==> config.mk <==
export PLATFORM = sky130hd
export DESIGN_NAME = ocm_arbiter_flat
export DESIGN_NICKNAME = d
export VERILOG_FILES = /design/src/rtl/ocm_arbiter_if.sv /design/src/rtl/ocm_arbiter.sv /design/src/flat_wrapper.sv
export SDC_FILE = /design/constraint.sdc
export NUM_CORES = 1
export LEC_CHECK = 0
export CAP_MARGIN = 0
export CORE_AREA = 2 2 82 84
export DETAILED_ROUTE_END_ITERATION = 8
export DIE_AREA = 0 0 84 86
export PLACE_DENSITY = 0.8
export SLEW_MARGIN = 5
export SYNTH_ARGS = -nofsm -noshare
export SYNTH_HDL_FRONTEND = slang
export SYNTH_SLANG_ARGS = --single-unit
==> constraint.sdc <==
create_clock -name clk -period 4.8 [get_ports clk]
set_input_delay 1.44 -clock clk [delete_from_list [all_inputs] [get_ports clk]]
set_output_delay 1.44 -clock clk [all_outputs]
set_load 0.02 [all_outputs]
==> src/rtl/ocm_arbiter_if.sv <==
// Bus bundle between the two cores, the OCM arbiter and the single-port OCM.
// slave = arbiter side, master = cores/OCM side.
interface ocm_arbiter_if #(
  parameter int ADDR_W = 10,
  parameter int DATA_W = 32
);
  logic [1:0]        request;
  logic [1:0]        grant;
  logic              c0_valid;
  logic [3:0]        c0_wr;
  logic [ADDR_W-1:0] c0_addr;
  logic [DATA_W-1:0] c0_wdata;
  logic              c0_done;
  logic              c1_valid;
  logic [3:0]        c1_wr;
  logic [ADDR_W-1:0] c1_addr;
  logic [DATA_W-1:0] c1_wdata;
  logic              c1_done;
  logic [DATA_W-1:0] rdata;
  logic              ocm_en;
  logic [3:0]        ocm_wr;
  logic [ADDR_W-1:0] ocm_addr;
  logic [DATA_W-1:0] ocm_wdata;
  logic [DATA_W-1:0] ocm_rdata;
  logic              preempt;

  modport slave (
    input  request,
    input  c0_valid, c0_wr, c0_addr, c0_wdata,
    input  c1_valid, c1_wr, c1_addr, c1_wdata,
    input  ocm_rdata,
    output grant, c0_done, c1_done, rdata,
    output ocm_en, ocm_wr, ocm_addr, ocm_wdata, preempt
  );

  modport master (
    output request,
    output c0_valid, c0_wr, c0_addr, c0_wdata,
    output c1_valid, c1_wr, c1_addr, c1_wdata,
    output ocm_rdata,
    input  grant, c0_done, c1_done, rdata,
    input  ocm_en, ocm_wr, ocm_addr, ocm_wdata, preempt
  );
endinterface

==> src/rtl/ocm_arbiter.sv <==
// Round-robin two-core arbiter and access mux for a single-port OCM.
// Optional hold-time preemption is enabled by defining OCM_ARB_TIMEOUT_EN.
module ocm_arbiter #(
  parameter int ADDR_W   = 10,
  parameter int DATA_W   = 32,
  parameter int MAX_HOLD = 64
) (
  input logic          clk,
  input logic          nrst,
  ocm_arbiter_if.slave bus
);

  typedef enum logic [1:0] {IDLE, OWN0, OWN1, TURN} state_t;

  state_t     state;
  state_t     arb_pick;
  logic [1:0] grant;
  logic       last_owner;
  logic       c0_done;
  logic       c1_done;
  logic       preempt_r;

`ifdef OCM_ARB_TIMEOUT_EN
  localparam int CNT_W = (MAX_HOLD > 2) ? $clog2(MAX_HOLD) : 1;
  localparam logic [CNT_W-1:0] HOLD_LAST = CNT_W'(MAX_HOLD - 1);
  logic [CNT_W-1:0] hold_cnt;
`endif

  // On a tie the core that did not own the OCM last wins.
  function automatic state_t pick(input logic [1:0] req, input logic last);
    case (req)
      2'b01:   pick = OWN0;
      2'b10:   pick = OWN1;
      2'b11:   pick = last ? OWN0 : OWN1;
      default: pick = IDLE;
    endcase
  endfunction

  assign arb_pick = pick(bus.request, last_owner);

  always_ff @(posedge clk or negedge nrst) begin
    if (!nrst) begin
      state      <= IDLE;
      grant      <= 2'b00;
      last_owner <= 1'b1;
      c0_done    <= 1'b0;
      c1_done    <= 1'b0;
      preempt_r  <= 1'b0;
`ifdef OCM_ARB_TIMEOUT_EN
      hold_cnt   <= '0;
`endif
    end else begin
      c0_done   <= bus.c0_valid & grant[0];
      c1_done   <= bus.c1_valid & grant[1];
      preempt_r <= 1'b0;
      case (state)
        IDLE, TURN: begin
          state <= arb_pick;
          grant <= {arb_pick == OWN1, arb_pick == OWN0};
`ifdef OCM_ARB_TIMEOUT_EN
          hold_cnt <= '0;
`endif
        end
        OWN0: begin
          if (!bus.request[0]) begin
            state      <= TURN;
            grant      <= 2'b00;
            last_owner <= 1'b0;
          end
`ifdef OCM_ARB_TIMEOUT_EN
          else if (hold_cnt == HOLD_LAST && bus.request[1]) begin
            state      <= TURN;
            grant      <= 2'b00;
            last_owner <= 1'b0;
            preempt_r  <= 1'b1;
          end else if (hold_cnt != HOLD_LAST) begin
            hold_cnt <= hold_cnt + 1'b1;
          end
`endif
        end
        OWN1: begin
          if (!bus.request[1]) begin
            state      <= TURN;
            grant      <= 2'b00;
            last_owner <= 1'b1;
          end
`ifdef OCM_ARB_TIMEOUT_EN
          else if (hold_cnt == HOLD_LAST && bus.request[0]) begin
            state      <= TURN;
            grant      <= 2'b00;
            last_owner <= 1'b1;
            preempt_r  <= 1'b1;
          end else if (hold_cnt != HOLD_LAST) begin
            hold_cnt <= hold_cnt + 1'b1;
          end
`endif
        end
        default: begin
          state <= IDLE;
          grant <= 2'b00;
        end
      endcase
    end
  end

  // Only the granted core's strobe can reach the OCM; everything else is zeroed.
  always_comb begin
    bus.ocm_en    = 1'b0;
    bus.ocm_wr    = 4'h0;
    bus.ocm_addr  = '0;
    bus.ocm_wdata = '0;
    if (bus.c0_valid && grant[0]) begin
      bus.ocm_en    = 1'b1;
      bus.ocm_wr    = bus.c0_wr;
      bus.ocm_addr  = bus.c0_addr;
      bus.ocm_wdata = bus.c0_wdata;
    end else if (bus.c1_valid && grant[1]) begin
      bus.ocm_en    = 1'b1;
      bus.ocm_wr    = bus.c1_wr;
      bus.ocm_addr  = bus.c1_addr;
      bus.ocm_wdata = bus.c1_wdata;
    end
  end

  assign bus.grant   = grant;
  assign bus.c0_done = c0_done;
  assign bus.c1_done = c1_done;
  assign bus.rdata   = bus.ocm_rdata;
  assign bus.preempt = preempt_r;

endmodule

==> src/flat_wrapper.sv <==
// flat-port wrapper written by rule: the top's interface ports become plain ports
module ocm_arbiter_flat 
#(
  parameter int ADDR_W   = 10,
  parameter int DATA_W   = 32,
  parameter int MAX_HOLD = 64
)
  (clk, nrst, bus_request, bus_c0_valid, bus_c0_wr, bus_c0_addr, bus_c0_wdata, bus_c1_valid, bus_c1_wr, bus_c1_addr, bus_c1_wdata, bus_ocm_rdata, bus_grant, bus_c0_done, bus_c1_done, bus_rdata, bus_ocm_en, bus_ocm_wr, bus_ocm_addr, bus_ocm_wdata, bus_preempt);
  ocm_arbiter_if #(.ADDR_W(ADDR_W), .DATA_W(DATA_W)) bus_i ();
  input logic clk;
  input logic nrst;
  input wire logic [$bits(bus_i.request)-1:0] bus_request;
  input wire logic [$bits(bus_i.c0_valid)-1:0] bus_c0_valid;
  input wire logic [$bits(bus_i.c0_wr)-1:0] bus_c0_wr;
  input wire logic [$bits(bus_i.c0_addr)-1:0] bus_c0_addr;
  input wire logic [$bits(bus_i.c0_wdata)-1:0] bus_c0_wdata;
  input wire logic [$bits(bus_i.c1_valid)-1:0] bus_c1_valid;
  input wire logic [$bits(bus_i.c1_wr)-1:0] bus_c1_wr;
  input wire logic [$bits(bus_i.c1_addr)-1:0] bus_c1_addr;
  input wire logic [$bits(bus_i.c1_wdata)-1:0] bus_c1_wdata;
  input wire logic [$bits(bus_i.ocm_rdata)-1:0] bus_ocm_rdata;
  output wire logic [$bits(bus_i.grant)-1:0] bus_grant;
  output wire logic [$bits(bus_i.c0_done)-1:0] bus_c0_done;
  output wire logic [$bits(bus_i.c1_done)-1:0] bus_c1_done;
  output wire logic [$bits(bus_i.rdata)-1:0] bus_rdata;
  output wire logic [$bits(bus_i.ocm_en)-1:0] bus_ocm_en;
  output wire logic [$bits(bus_i.ocm_wr)-1:0] bus_ocm_wr;
  output wire logic [$bits(bus_i.ocm_addr)-1:0] bus_ocm_addr;
  output wire logic [$bits(bus_i.ocm_wdata)-1:0] bus_ocm_wdata;
  output wire logic [$bits(bus_i.preempt)-1:0] bus_preempt;
  assign bus_i.request = bus_request;
  assign bus_i.c0_valid = bus_c0_valid;
  assign bus_i.c0_wr = bus_c0_wr;
  assign bus_i.c0_addr = bus_c0_addr;
  assign bus_i.c0_wdata = bus_c0_wdata;
  assign bus_i.c1_valid = bus_c1_valid;
  assign bus_i.c1_wr = bus_c1_wr;
  assign bus_i.c1_addr = bus_c1_addr;
  assign bus_i.c1_wdata = bus_c1_wdata;
  assign bus_i.ocm_rdata = bus_ocm_rdata;
  assign bus_grant = bus_i.grant;
  assign bus_c0_done = bus_i.c0_done;
  assign bus_c1_done = bus_i.c1_done;
  assign bus_rdata = bus_i.rdata;
  assign bus_ocm_en = bus_i.ocm_en;
  assign bus_ocm_wr = bus_i.ocm_wr;
  assign bus_ocm_addr = bus_i.ocm_addr;
  assign bus_ocm_wdata = bus_i.ocm_wdata;
  assign bus_preempt = bus_i.preempt;
  ocm_arbiter #(.ADDR_W(ADDR_W), .DATA_W(DATA_W), .MAX_HOLD(MAX_HOLD)) u_core (.clk(clk), .nrst(nrst), .bus(bus_i));
endmodule
==> report_table.html, run 1 <==
<table>
<tr><th>Metric</th><th>Value</th></tr>
<tr><th colspan="2">Yosys</th></tr>
<tr><td>Top cells by instance count after synthesis</td><td>sky130_fd_sc_hd__a22o_1 (47), sky130_fd_sc_hd__buf_4 (33), sky130_fd_sc_hd__dfrtp_1 (6), sky130_fd_sc_hd__inv_1 (5), sky130_fd_sc_hd__buf_8 (4)</td></tr>
<tr><td>Prevailing post-synth register cell</td><td>sky130_fd_sc_hd__dfrtp_1</td></tr>
<tr><td>Most frequently used cell type in the post-synthesis netlist</td><td>sky130_fd_sc_hd__a22o_1</td></tr>
<tr><td>Gate Count Post-Synth</td><td>122</td></tr>
<tr><td>Post-synth ARST share</td><td>1.000</td></tr>
<tr><td>Top post-synthesis cells by area</td><td>sky130_fd_sc_hd__a22o_1 (38%), sky130_fd_sc_hd__buf_4 (23%), sky130_fd_sc_hd__dfrtp_1 (14%), sky130_fd_sc_hd__buf_8 (5.5%), sky130_fd_sc_hd__dfstp_2 (2.4%)</td></tr>
<tr><td>Netlist Area Pre-Place</td><td>between 0.001 and 0.0015 mm2</td></tr>
<tr><td>Synthesis-stage register bit count</td><td>7</td></tr>
<tr><td>Sequential fraction of the synthesis area</td><td>0.1610</td></tr>
<tr><td>Number of nets produced by synthesis</td><td>254</td></tr>
<tr><td>Yosys cell types</td><td>21</td></tr>
<tr><td>YS warnings</td><td>0</td></tr>
<tr><td>Number of enable flip-flop cells after synthesis</td><td>0</td></tr>
<tr><td>Top cell type by total area after synthesis</td><td>sky130_fd_sc_hd__a22o_1</td></tr>
<tr><td>Share of the synthesized area in the top cell type</td><td>0.3756</td></tr>
<tr><td>Avg Cell Area, Syn</td><td>8.984 um2</td></tr>
<tr><th colspan="2">Route</th></tr>
<tr><td>Vias per std cell</td><td>4.370</td></tr>
<tr><td>Initial DRC count</td><td>40</td></tr>
<tr><td>Number of routed nets with antenna violations</td><td>0</td></tr>
<tr><td>Routed Wire Length</td><td>4.805 mm</td></tr>
<tr><td>Router iterations before antenna repair</td><td>4</td></tr>
<tr><td>Residual DRC</td><td>0</td></tr>
<tr><td>Routed wire per std cell</td><td>around 15 um</td></tr>
<tr><td>Via total after detailed routing</td><td>about 1,400</td></tr>
<tr><th colspan="2">Critical path</th></tr>
<tr><td>Logic depth of the worst register-to-register path</td><td>4</td></tr>
<tr><td>CP Data Arrival Time</td><td>between 3 and 4 ns</td></tr>
<tr><td>Required time of the worst setup path</td><td>3.36 ns</td></tr>
<tr><td>Kind of critical path</td><td>input pin to output port</td></tr>
<tr><td>Sort of element at the end of the critical path</td><td>output port</td></tr>
<tr><td>Critical path peak fanout</td><td>25</td></tr>
<tr><td>CP startpoint kind</td><td>input pin</td></tr>
<tr><th colspan="2">Global routing</th></tr>
<tr><td>Remaining global-route overflow</td><td>0</td></tr>
<tr><td>GR Util All Layers</td><td>0.1211</td></tr>
<tr><td>Met2 capacity usage during global routing</td><td>0.2298</td></tr>
<tr><td>Via count of the first global-routing pass</td><td>1,385</td></tr>
<tr><td>First-pass GRT wire length</td><td>between 6 and 7 mm</td></tr>
<tr><td>Initial antenna violation count</td><td>0</td></tr>
<tr><td>Met3 capacity usage during global routing</td><td>0.05101</td></tr>
<tr><td>Global Route met1 Usage</td><td>0.1229</td></tr>
<tr><td>Pin count of the biggest net entering global routing</td><td>49</td></tr>
<tr><td>Grt peak-use layer</td><td>met2</td></tr>
<tr><th colspan="2">Power</th></tr>
<tr><td>Leak pwr</td><td>0.0009425 uW</td></tr>
<tr><td>Internal</td><td>roughly 440 uW</td></tr>
<tr><td>IR drop worst, VDD</td><td>169.9 uV</td></tr>
<tr><td>Proportion of power drawn by flip-flops and latches</td><td>0.135</td></tr>
<tr><td>Sw Share</td><td>0.3990</td></tr>
<tr><td>P per Cell Area</td><td>305.4 mW/mm2</td></tr>
<tr><td>Overall Power</td><td>739.7 uW</td></tr>
<tr><td>Part of the total power dissipated in the clock network</td><td>0.112</td></tr>
<tr><td>Net switching power</td><td>295.1 uW</td></tr>
<tr><td>Portion of total power attributed to combinational logic</td><td>0.752</td></tr>
<tr><th colspan="2">Clock tree</th></tr>
<tr><td>Clk slew on worst S/H paths</td><td>0.04 ns</td></tr>
<tr><td>Latest clock arrival within the worst-skew pair</td><td>0.23 ns</td></tr>
<tr><td>Total of hold buffers inserted after clock tree synthesis</td><td>0</td></tr>
<tr><td>Post-CTS setup repair buffer count</td><td>0</td></tr>
<tr><td>Number of buffers added by the clock tree synthesis step</td><td>3</td></tr>
<tr><td>Clock Path Buffers</td><td>2</td></tr>
<tr><td>Number of cells upsized or downsized after cts</td><td>0</td></tr>
<tr><td>Clock tree from TritonCTS</td><td>yes</td></tr>
<tr><td>Clock sink count</td><td>7</td></tr>
<tr><td>H-tree depth</td><td>1</td></tr>
<tr><td>Clock Tree Root</td><td>sky130_fd_sc_hd__clkbuf_8</td></tr>
<tr><th colspan="2">Timing</th></tr>
<tr><td>Sum of negative setup slack</td><td>0 ns</td></tr>
<tr><td>Period utilization</td><td>0.9613</td></tr>
<tr><td>Final Max Slew Viols</td><td>0</td></tr>
<tr><td>Total count of hold-check failures in the final report</td><td>0</td></tr>
<tr><td>Final setup viols</td><td>0</td></tr>
<tr><td>RSZ-0062 raised after global routing</td><td>false</td></tr>
<tr><td>F_max</td><td>216.7 MHz</td></tr>
<tr><td>Post-layout minimum cycle time</td><td>between 4 and 5 ns</td></tr>
<tr><td>Worst Skew</td><td>about 0.0037 ns</td></tr>
<tr><th colspan="2">Job</th></tr>
<tr><td>Max-cap violation count</td><td>0</td></tr>
<tr><th colspan="2">Min path</th></tr>
<tr><td>Min-delay worst type</td><td>flip-flop to flip-flop</td></tr>
<tr><td>Depth of the worst hold-timing path</td><td>1</td></tr>
<tr><th colspan="2">Die</th></tr>
<tr><td>Core Box Area</td><td>around 0.0063 mm2</td></tr>
<tr><td>Floorplan die area</td><td>0.007224 mm2</td></tr>
<tr><td>Boundary pin count</td><td>around 210</td></tr>
<tr><td>Initial standard-cell utilization of the core</td><td>0.1746</td></tr>
<tr><td>Die outline width</td><td>about 84 um</td></tr>
<tr><td>Die extent in y</td><td>between 80 and 90 um</td></tr>
<tr><td>Number of placement rows</td><td>29</td></tr>
<tr><th colspan="2">Outcome</th></tr>
<tr><td>Outcome</td><td>finished clean</td></tr>
<tr><th colspan="2">Placement</th></tr>
<tr><td>Number of input and output port buffers inserted</td><td>between 100 and 150</td></tr>
<tr><td>Global placement routability congestion</td><td>0.7744</td></tr>
<tr><td>Detailed Place HPWL</td><td>4.172 mm</td></tr>
<tr><th colspan="2">Layout</th></tr>
<tr><td>Fraction of final layout cells sized beyond drive strength 1</td><td>0.06410</td></tr>
<tr><td>Filler cell count</td><td>641</td></tr>
<tr><td>Nets</td><td>367</td></tr>
<tr><td>Antenna diodes</td><td>0</td></tr>
<tr><td>Synth-to-Final Area Change</td><td>121.0%</td></tr>
<tr><td>Core utilization of the finished layout</td><td>0.3859</td></tr>
</table>
## worst max-delay path: stages
cell and delay [ns]:
sky130_fd_sc_hd__clkdlybuf4s50_1 0.45, sky130_fd_sc_hd__and2_4 0.14, sky130_fd_sc_hd__nor2b_4 0.19, sky130_fd_sc_hd__buf_12 0.18, sky130_fd_sc_hd__a22o_1 0.16, sky130_fd_sc_hd__clkdlybuf4s50_1 0.61
## worst paths after layout
| check | from | end | slack [ns] |
|---|---|---|---|
| max in group asynchronous | nrst | u_core.last_owner$_DFFE_PN1P_ | 3.04 |
| max reg2reg | u_core.state[0]$_DFFE_PN0P_ | u_core.last_owner$_DFFE_PN1P_ | 3.41 |
| min | u_core.bus.grant[1]$_DFFE_PN0P_ | u_core.bus.c1_done$_DFF_PN0_ | 0.55 |
| max | bus_c1_valid | bus_ocm_wdata[31] | 0.19 |
| min reg2reg | u_core.bus.grant[1]$_DFFE_PN0P_ | u_core.bus.c1_done$_DFF_PN0_ | 0.55 |
| min in group asynchronous | nrst | u_core.bus.c1_done$_DFF_PN0_ | 1.47 |
## registers in the layout, indices dropped and copies added (netlist names)
name / cells
u_core.bus.grant: 2
u_core.state: 2
u_core.bus.c0_done: 1
u_core.bus.c1_done: 1
u_core.last_owner: 1
## power groups by stage
stage          sequential, uW  clock [uW]  combinational [uW]
2_1_floorplan             108           0                 327
3_3_place_gp              100           0                 553
3_5_place_dp              100           0                 563
4_1_cts                   100        85.5                 564
5_1_grt                   104        90.8                 594
6_report                  100        83.1                 556
## routing by layer
metal | up-vias | share of wire | wire length, um
li1 | 651 | - | -
met1 | 598 | 0.35 | 1675
met2 | 102 | 0.51 | 2468
met3 | 8 | 0.12 | 600
met4 | 0 | 0.013 | 61
met5 | - | 0 | 0
## stage by stage
stage,cell area (um2),setup slack [ns],hold WS [ns],cells
2_1_floorplan,1096,1.159,0.5448,122
3_3_place_gp,2377,0.1759,0.5420,307
3_5_place_dp,2377,0.1700,0.5483,307
4_1_cts,2422,0.1698,0.5527,311
5_1_grt,2422,0.1276,0.5718,311
6_report,2422,0.1859,0.5510,311
## cells by family after synthesis
| kind of cell | after synthesis | share of synthesized area |
|---|---|---|
| DFF | 7 | 0.1610 |
| other | 1 | 0.003421 |
| buffers and inverters | 48 | 0.3356 |
| and+or+nand+nor | 10 | 0.05709 |
| AOI/OAI and AO/OA | 54 | 0.4201 |
| adders and majority gates | 2 | 0.02283 |
## cells in the final DEF (no fill, tap or decap)
master / n
sky130_fd_sc_hd__a31oi_1: 2
sky130_fd_sc_hd__and2_4: 2
sky130_fd_sc_hd__nand2_1: 3
sky130_fd_sc_hd__dfrtp_1: 6
sky130_fd_sc_hd__nand4_1: 1
sky130_fd_sc_hd__a22oi_2: 1
sky130_fd_sc_hd__conb_1: 1
sky130_fd_sc_hd__clkdlybuf4s50_1: 145
sky130_fd_sc_hd__o2111ai_1: 1
sky130_fd_sc_hd__ha_1: 2
sky130_fd_sc_hd__clkbuf_8: 3
sky130_fd_sc_hd__buf_4: 3
sky130_fd_sc_hd__a22o_1: 47
sky130_fd_sc_hd__clkbuf_1: 1
sky130_fd_sc_hd__inv_1: 5
sky130_fd_sc_hd__buf_12: 3
sky130_fd_sc_hd__o21ai_0: 3
sky130_fd_sc_hd__nor2_1: 2
sky130_fd_sc_hd__dfstp_2: 1
sky130_fd_sc_hd__or2_2: 1
sky130_fd_sc_hd__nor2b_4: 1
## final cells by class
cell class                 instances  area [um2]  area share
timing repair buffer             151        1534      0.6333
multi-input combinational         67       551.8      0.2278
sequential                         7       176.4     0.07283
tap                               77       96.34     0.03977
clock buffer                       4       45.04     0.01860
inverter                           5       18.77    0.007748
Power figures use the tool's default switching activity.
==> inputs of run 2 (changes only) <==
TNS_END_PERCENT = 30   (was not set)
==> results of run 2 <==
No change in the layout: final DEF, timing and power equal those of run 1.
==> inputs of run 3 (changes only) <==
ABC_AREA = 1   (was not set)
PLACE_DENSITY = 0.83   (was 0.8)
SLEW_MARGIN = 20   (was 5)
==> run 3 against run 2 <==
Against the previous run:
- clock power shrank 1%
- synthesized cell count grew 88%
- global-route usage grew 0.78 points
- non-clock buffer count grew 3
- combinational power grew 0.7%
- utilization grew 2.9 points
- largest power group unchanged
- highest routed layer unchanged
==> report_table.html, run 3 <==
<table>
<tr><th>Metric</th><th>Value</th></tr>
<tr><th colspan="2">Die</th></tr>
<tr><td>Number of placement rows</td><td>29 (unchanged)</td></tr>
<tr><td>Die outline width</td><td>84 um (unchanged)</td></tr>
<tr><td>Core Box Area</td><td>0.006277 mm2 (unchanged)</td></tr>
<tr><td>Die extent in y</td><td>86 um (unchanged)</td></tr>
<tr><td>Boundary pin count</td><td>214 (unchanged)</td></tr>
<tr><td>Floorplan die area</td><td>0.007224 mm2 (unchanged)</td></tr>
<tr><td>Initial standard-cell utilization of the core</td><td>0.2085 (+0.03388)</td></tr>
<tr><th colspan="2">Route</th></tr>
<tr><td>Routed length on met3</td><td>636 um (+6.0%)</td></tr>
<tr><td>M1 WL</td><td>1.775 mm (+6.0%)</td></tr>
<tr><td>Vias per std cell</td><td>4.382 (+0.28%)</td></tr>
<tr><td>Initial DRC count</td><td>27 (-33%)</td></tr>
<tr><td>Via total after detailed routing</td><td>1,823 (+34%)</td></tr>
<tr><td>Router iterations before antenna repair</td><td>4 (unchanged)</td></tr>
<tr><td>Routed wire per std cell</td><td>11.78 um (-24%)</td></tr>
<tr><td>Residual DRC</td><td>0 (unchanged)</td></tr>
<tr><td>Number of routed nets with antenna violations</td><td>0 (unchanged)</td></tr>
<tr><td>Metal2 WL</td><td>2.459 mm (-0.36%)</td></tr>
<tr><td>Routed Wire Length</td><td>4.900 mm (+2.0%)</td></tr>
<tr><td>Top layer in use</td><td>met4</td></tr>
<tr><th colspan="2">Clock tree</th></tr>
<tr><td>H-tree depth</td><td>1 (unchanged)</td></tr>
<tr><td>Number of buffers added by the clock tree synthesis step</td><td>3 (unchanged)</td></tr>
<tr><td>Post-CTS setup repair buffer count</td><td>0 (unchanged)</td></tr>
<tr><td>Clk slew on worst S/H paths</td><td>0.04 ns (about the same)</td></tr>
<tr><td>Total of hold buffers inserted after clock tree synthesis</td><td>0 (unchanged)</td></tr>
<tr><td>Clock Tree Root</td><td>sky130_fd_sc_hd__clkbuf_8</td></tr>
<tr><td>Latest clock arrival within the worst-skew pair</td><td>0.22 ns (about the same)</td></tr>
<tr><td>Clock sink count</td><td>7 (unchanged)</td></tr>
<tr><td>Number of cells upsized or downsized after cts</td><td>0 (unchanged)</td></tr>
<tr><td>Clock Path Buffers</td><td>2 (unchanged)</td></tr>
<tr><td>Clock tree from TritonCTS</td><td>yes</td></tr>
<tr><th colspan="2">Global routing</th></tr>
<tr><td>Pin count of the biggest net entering global routing</td><td>30 (-39%)</td></tr>
<tr><td>Initial antenna violation count</td><td>0 (unchanged)</td></tr>
<tr><td>Remaining global-route overflow</td><td>0 (unchanged)</td></tr>
<tr><td>First-pass GRT wire length</td><td>7.824 mm (+12%)</td></tr>
<tr><td>Via count of the first global-routing pass</td><td>1,818 (+31%)</td></tr>
<tr><td>GR Util All Layers</td><td>0.1289 (+0.007792)</td></tr>
<tr><th colspan="2">Yosys</th></tr>
<tr><td>Most frequently used cell type in the post-synthesis netlist</td><td>sky130_fd_sc_hd__nand2_1</td></tr>
<tr><td>Yosys cell types</td><td>14 (-33%)</td></tr>
<tr><td>Sequential fraction of the synthesis area</td><td>0.1348 (-0.02616)</td></tr>
<tr><td>Top cells by instance count after synthesis</td><td>sky130_fd_sc_hd__nand2_1 (113), sky130_fd_sc_hd__nand3_1 (47), sky130_fd_sc_hd__buf_4 (34), sky130_fd_sc_hd__buf_6 (11), sky130_fd_sc_hd__dfrtp_1 (6)</td></tr>
<tr><td>Avg Cell Area, Syn</td><td>5.715 um2 (-36%)</td></tr>
<tr><td>Number of enable flip-flop cells after synthesis</td><td>0 (unchanged)</td></tr>
<tr><td>Top cell type by total area after synthesis</td><td>sky130_fd_sc_hd__nand2_1</td></tr>
<tr><td>Post-synth ARST share</td><td>1.000 (unchanged)</td></tr>
<tr><td>YS warnings</td><td>0 (unchanged)</td></tr>
<tr><td>Share of the synthesized area in the top cell type</td><td>0.3241 (-0.05148)</td></tr>
<tr><td>Gate Count Post-Synth</td><td>229 (+88%)</td></tr>
<tr><td>Top post-synthesis cells by area</td><td>sky130_fd_sc_hd__nand2_1 (32%), sky130_fd_sc_hd__buf_4 (20%), sky130_fd_sc_hd__nand3_1 (18%), sky130_fd_sc_hd__dfrtp_1 (11%), sky130_fd_sc_hd__buf_6 (9.5%)</td></tr>
<tr><td>Netlist Area Pre-Place</td><td>0.001309 mm2 (+19%)</td></tr>
<tr><td>Prevailing post-synth register cell</td><td>sky130_fd_sc_hd__dfrtp_1</td></tr>
<tr><td>Synthesis-stage register bit count</td><td>7 (unchanged)</td></tr>
<tr><td>Number of nets produced by synthesis</td><td>361 (+42%)</td></tr>
<tr><th colspan="2">Layout</th></tr>
<tr><td>Most used cells in the layout excluding fill and tap cells</td><td>sky130_fd_sc_hd__clkdlybuf4s50_1 (148), sky130_fd_sc_hd__nand2_1 (113), sky130_fd_sc_hd__nand3_1 (47)</td></tr>
<tr><td>Antenna diodes</td><td>0 (unchanged)</td></tr>
<tr><td>Synth-to-Final Area Change</td><td>99.24%</td></tr>
<tr><td>Filler cell count</td><td>636 (-0.78%)</td></tr>
<tr><td>Largest registers ranked by flip-flop count</td><td>u_core.bus.grant x2, u_core.state x2</td></tr>
<tr><td>Most common cell after layout, fill and taps aside</td><td>sky130_fd_sc_hd__clkdlybuf4s50_1</td></tr>
<tr><td>Fraction of final layout cells sized beyond drive strength 1</td><td>0.03835 (-0.02575)</td></tr>
<tr><td>Nets</td><td>472 (+29%)</td></tr>
<tr><th colspan="2">Timing</th></tr>
<tr><td>Period utilization</td><td>0.9433 (-0.01801)</td></tr>
<tr><td>RSZ-0062 raised after global routing</td><td>false</td></tr>
<tr><td>Worst Skew</td><td>0.001581 ns (-0.002113 ns)</td></tr>
<tr><td>Worst-case hold slack</td><td>0.5095 ns (-0.04149 ns)</td></tr>
<tr><td>Sum of negative setup slack</td><td>0 ns (unchanged)</td></tr>
<tr><td>F_max</td><td>220.9 MHz (+1.9%)</td></tr>
<tr><td>Final Max Slew Viols</td><td>0 (unchanged)</td></tr>
<tr><td>Final setup viols</td><td>0 (unchanged)</td></tr>
<tr><td>Final setup slack of the worst path</td><td>0.2723 ns (+0.08647 ns)</td></tr>
<tr><td>Post-layout minimum cycle time</td><td>4.528 ns (-0.08647 ns)</td></tr>
<tr><td>Total count of hold-check failures in the final report</td><td>0 (unchanged)</td></tr>
<tr><th colspan="2">Critical path</th></tr>
<tr><td>Logic depth of the worst register-to-register path</td><td>7 (+3)</td></tr>
<tr><td>CP Data Arrival Time</td><td>3.09 ns (-0.08 ns)</td></tr>
<tr><td>Sort of element at the end of the critical path</td><td>output port</td></tr>
<tr><td>Kind of critical path</td><td>input pin to output port</td></tr>
<tr><td>Critical path peak fanout</td><td>21 (-16%)</td></tr>
<tr><td>Required time of the worst setup path</td><td>3.36 ns (about the same)</td></tr>
<tr><td>CP startpoint kind</td><td>input pin</td></tr>
<tr><th colspan="2">Placement</th></tr>
<tr><td>Global placement routability congestion</td><td>0.7616 (-1.7%)</td></tr>
<tr><td>Number of input and output port buffers inserted</td><td>148 (unchanged)</td></tr>
<tr><td>Worst slack, placed</td><td>0.2638 ns (+0.09379 ns)</td></tr>
<tr><td>Detailed Place HPWL</td><td>4.026 mm (-3.5%)</td></tr>
<tr><th colspan="2">Power</th></tr>
<tr><td>Leak pwr</td><td>0.001206 uW (+28%)</td></tr>
<tr><td>IR drop worst, VDD</td><td>223.6 uV (+32%)</td></tr>
<tr><td>P per Cell Area</td><td>284.4 mW/mm2 (-6.9%)</td></tr>
<tr><th colspan="2">Job</th></tr>
<tr><td>Max-cap violation count</td><td>0 (unchanged)</td></tr>
<tr><th colspan="2">Min path</th></tr>
<tr><td>Min-delay worst type</td><td>flip-flop to flip-flop</td></tr>
<tr><td>Depth of the worst hold-timing path</td><td>2 (+1)</td></tr>
<tr><th colspan="2">Outcome</th></tr>
<tr><td>Outcome</td><td>finished clean</td></tr>
</table>
run 3: cell types whose count changed after synthesis, moves of 2 or more:
cell                      change
sky130_fd_sc_hd__buf_6        +9
sky130_fd_sc_hd__nand3_1     +47
sky130_fd_sc_hd__buf_8        -4
sky130_fd_sc_hd__nor2_1       -2
sky130_fd_sc_hd__a31oi_1      -2
sky130_fd_sc_hd__nand2_1    +110
sky130_fd_sc_hd__inv_2        +2
sky130_fd_sc_hd__and2_4       -2
sky130_fd_sc_hd__a22o_1      -47
run 3: routing by layer:
layer  GRT usage  up-vias
met5           0        -
met4     0.02493        0
met3     0.05582        4
met2      0.2458      126
met1      0.1314      791
li1            -      902
run 3: cells by family after synthesis:
group | count (synthesis) | synth area share
simple gates | 161 | 0.5086
compound gates | 3 | 0.01339
fa+ha+maj | 2 | 0.01912
buf+inv | 55 | 0.3212
other cells | 1 | 0.002865
flops | 7 | 0.1348
run 3: report_power, final:
group          internal [uW]  leakage [uW]  switching [uW]  total, uW
Combinational            272       0.00110             288        560
Sequential              84.8     0.0000865            14.7       99.5
Clock                   57.4     0.0000228            24.7       82.1
run 3: through the flow:
| stage | instances | total power [uW] | utilization | area (um2) |
|---|---|---|---|---|
| 6_report | 416 | 741.5 | 0.4154 | 2608 |
| 5_1_grt | 416 | 808.5 | 0.4154 | 2608 |
| 4_1_cts | 416 | 751.8 | 0.4154 | 2608 |
| 3_5_place_dp | 412 | 661.5 | 0.4082 | 2562 |
| 2_1_floorplan | 229 | 440.5 | - | 1309 |
| 3_3_place_gp | 412 | 649.9 | 0.4082 | 2562 |
run 3: worst max-delay path, cell delays in order:
cell                              delay (ns)
sky130_fd_sc_hd__clkdlybuf4s50_1        0.46
sky130_fd_sc_hd__nand2_1                0.07
sky130_fd_sc_hd__inv_2                  0.08
sky130_fd_sc_hd__buf_4                  0.24
sky130_fd_sc_hd__nand3_1                0.10
sky130_fd_sc_hd__nand2_1                0.08
sky130_fd_sc_hd__clkdlybuf4s50_1        0.60
run 3: area by class of cell:
cell class	count	area (um2)	share of cell area
Timing Repair Buffer	154	1551	0.5950
Multi-Input combinational cell	167	711.9	0.2730
Sequential cell	7	176.4	0.06766
Tap cell	77	96.34	0.03695
Clock buffer	4	45.04	0.01727
Inverter	7	26.28	0.01008
run 3: worst paths after layout:
kind / startpoint / endpoint / slack, ns
worst max register to register: u_core.state[0]$_DFFE_PN0P_ / u_core.state[1]$_DFFE_PN0P_ / 3.58
max in group asynchronous: nrst / u_core.last_owner$_DFFE_PN1P_ / 3.03
min in group asynchronous: nrst / u_core.bus.grant[0]$_DFFE_PN0P_ / 1.48
worst max-delay path: bus_c1_valid / bus_ocm_addr[4] / 0.27
worst min register to register: u_core.state[0]$_DFFE_PN0P_ / u_core.state[0]$_DFFE_PN0P_ / 0.51
worst min-delay path: u_core.state[0]$_DFFE_PN0P_ / u_core.state[0]$_DFFE_PN0P_ / 0.51
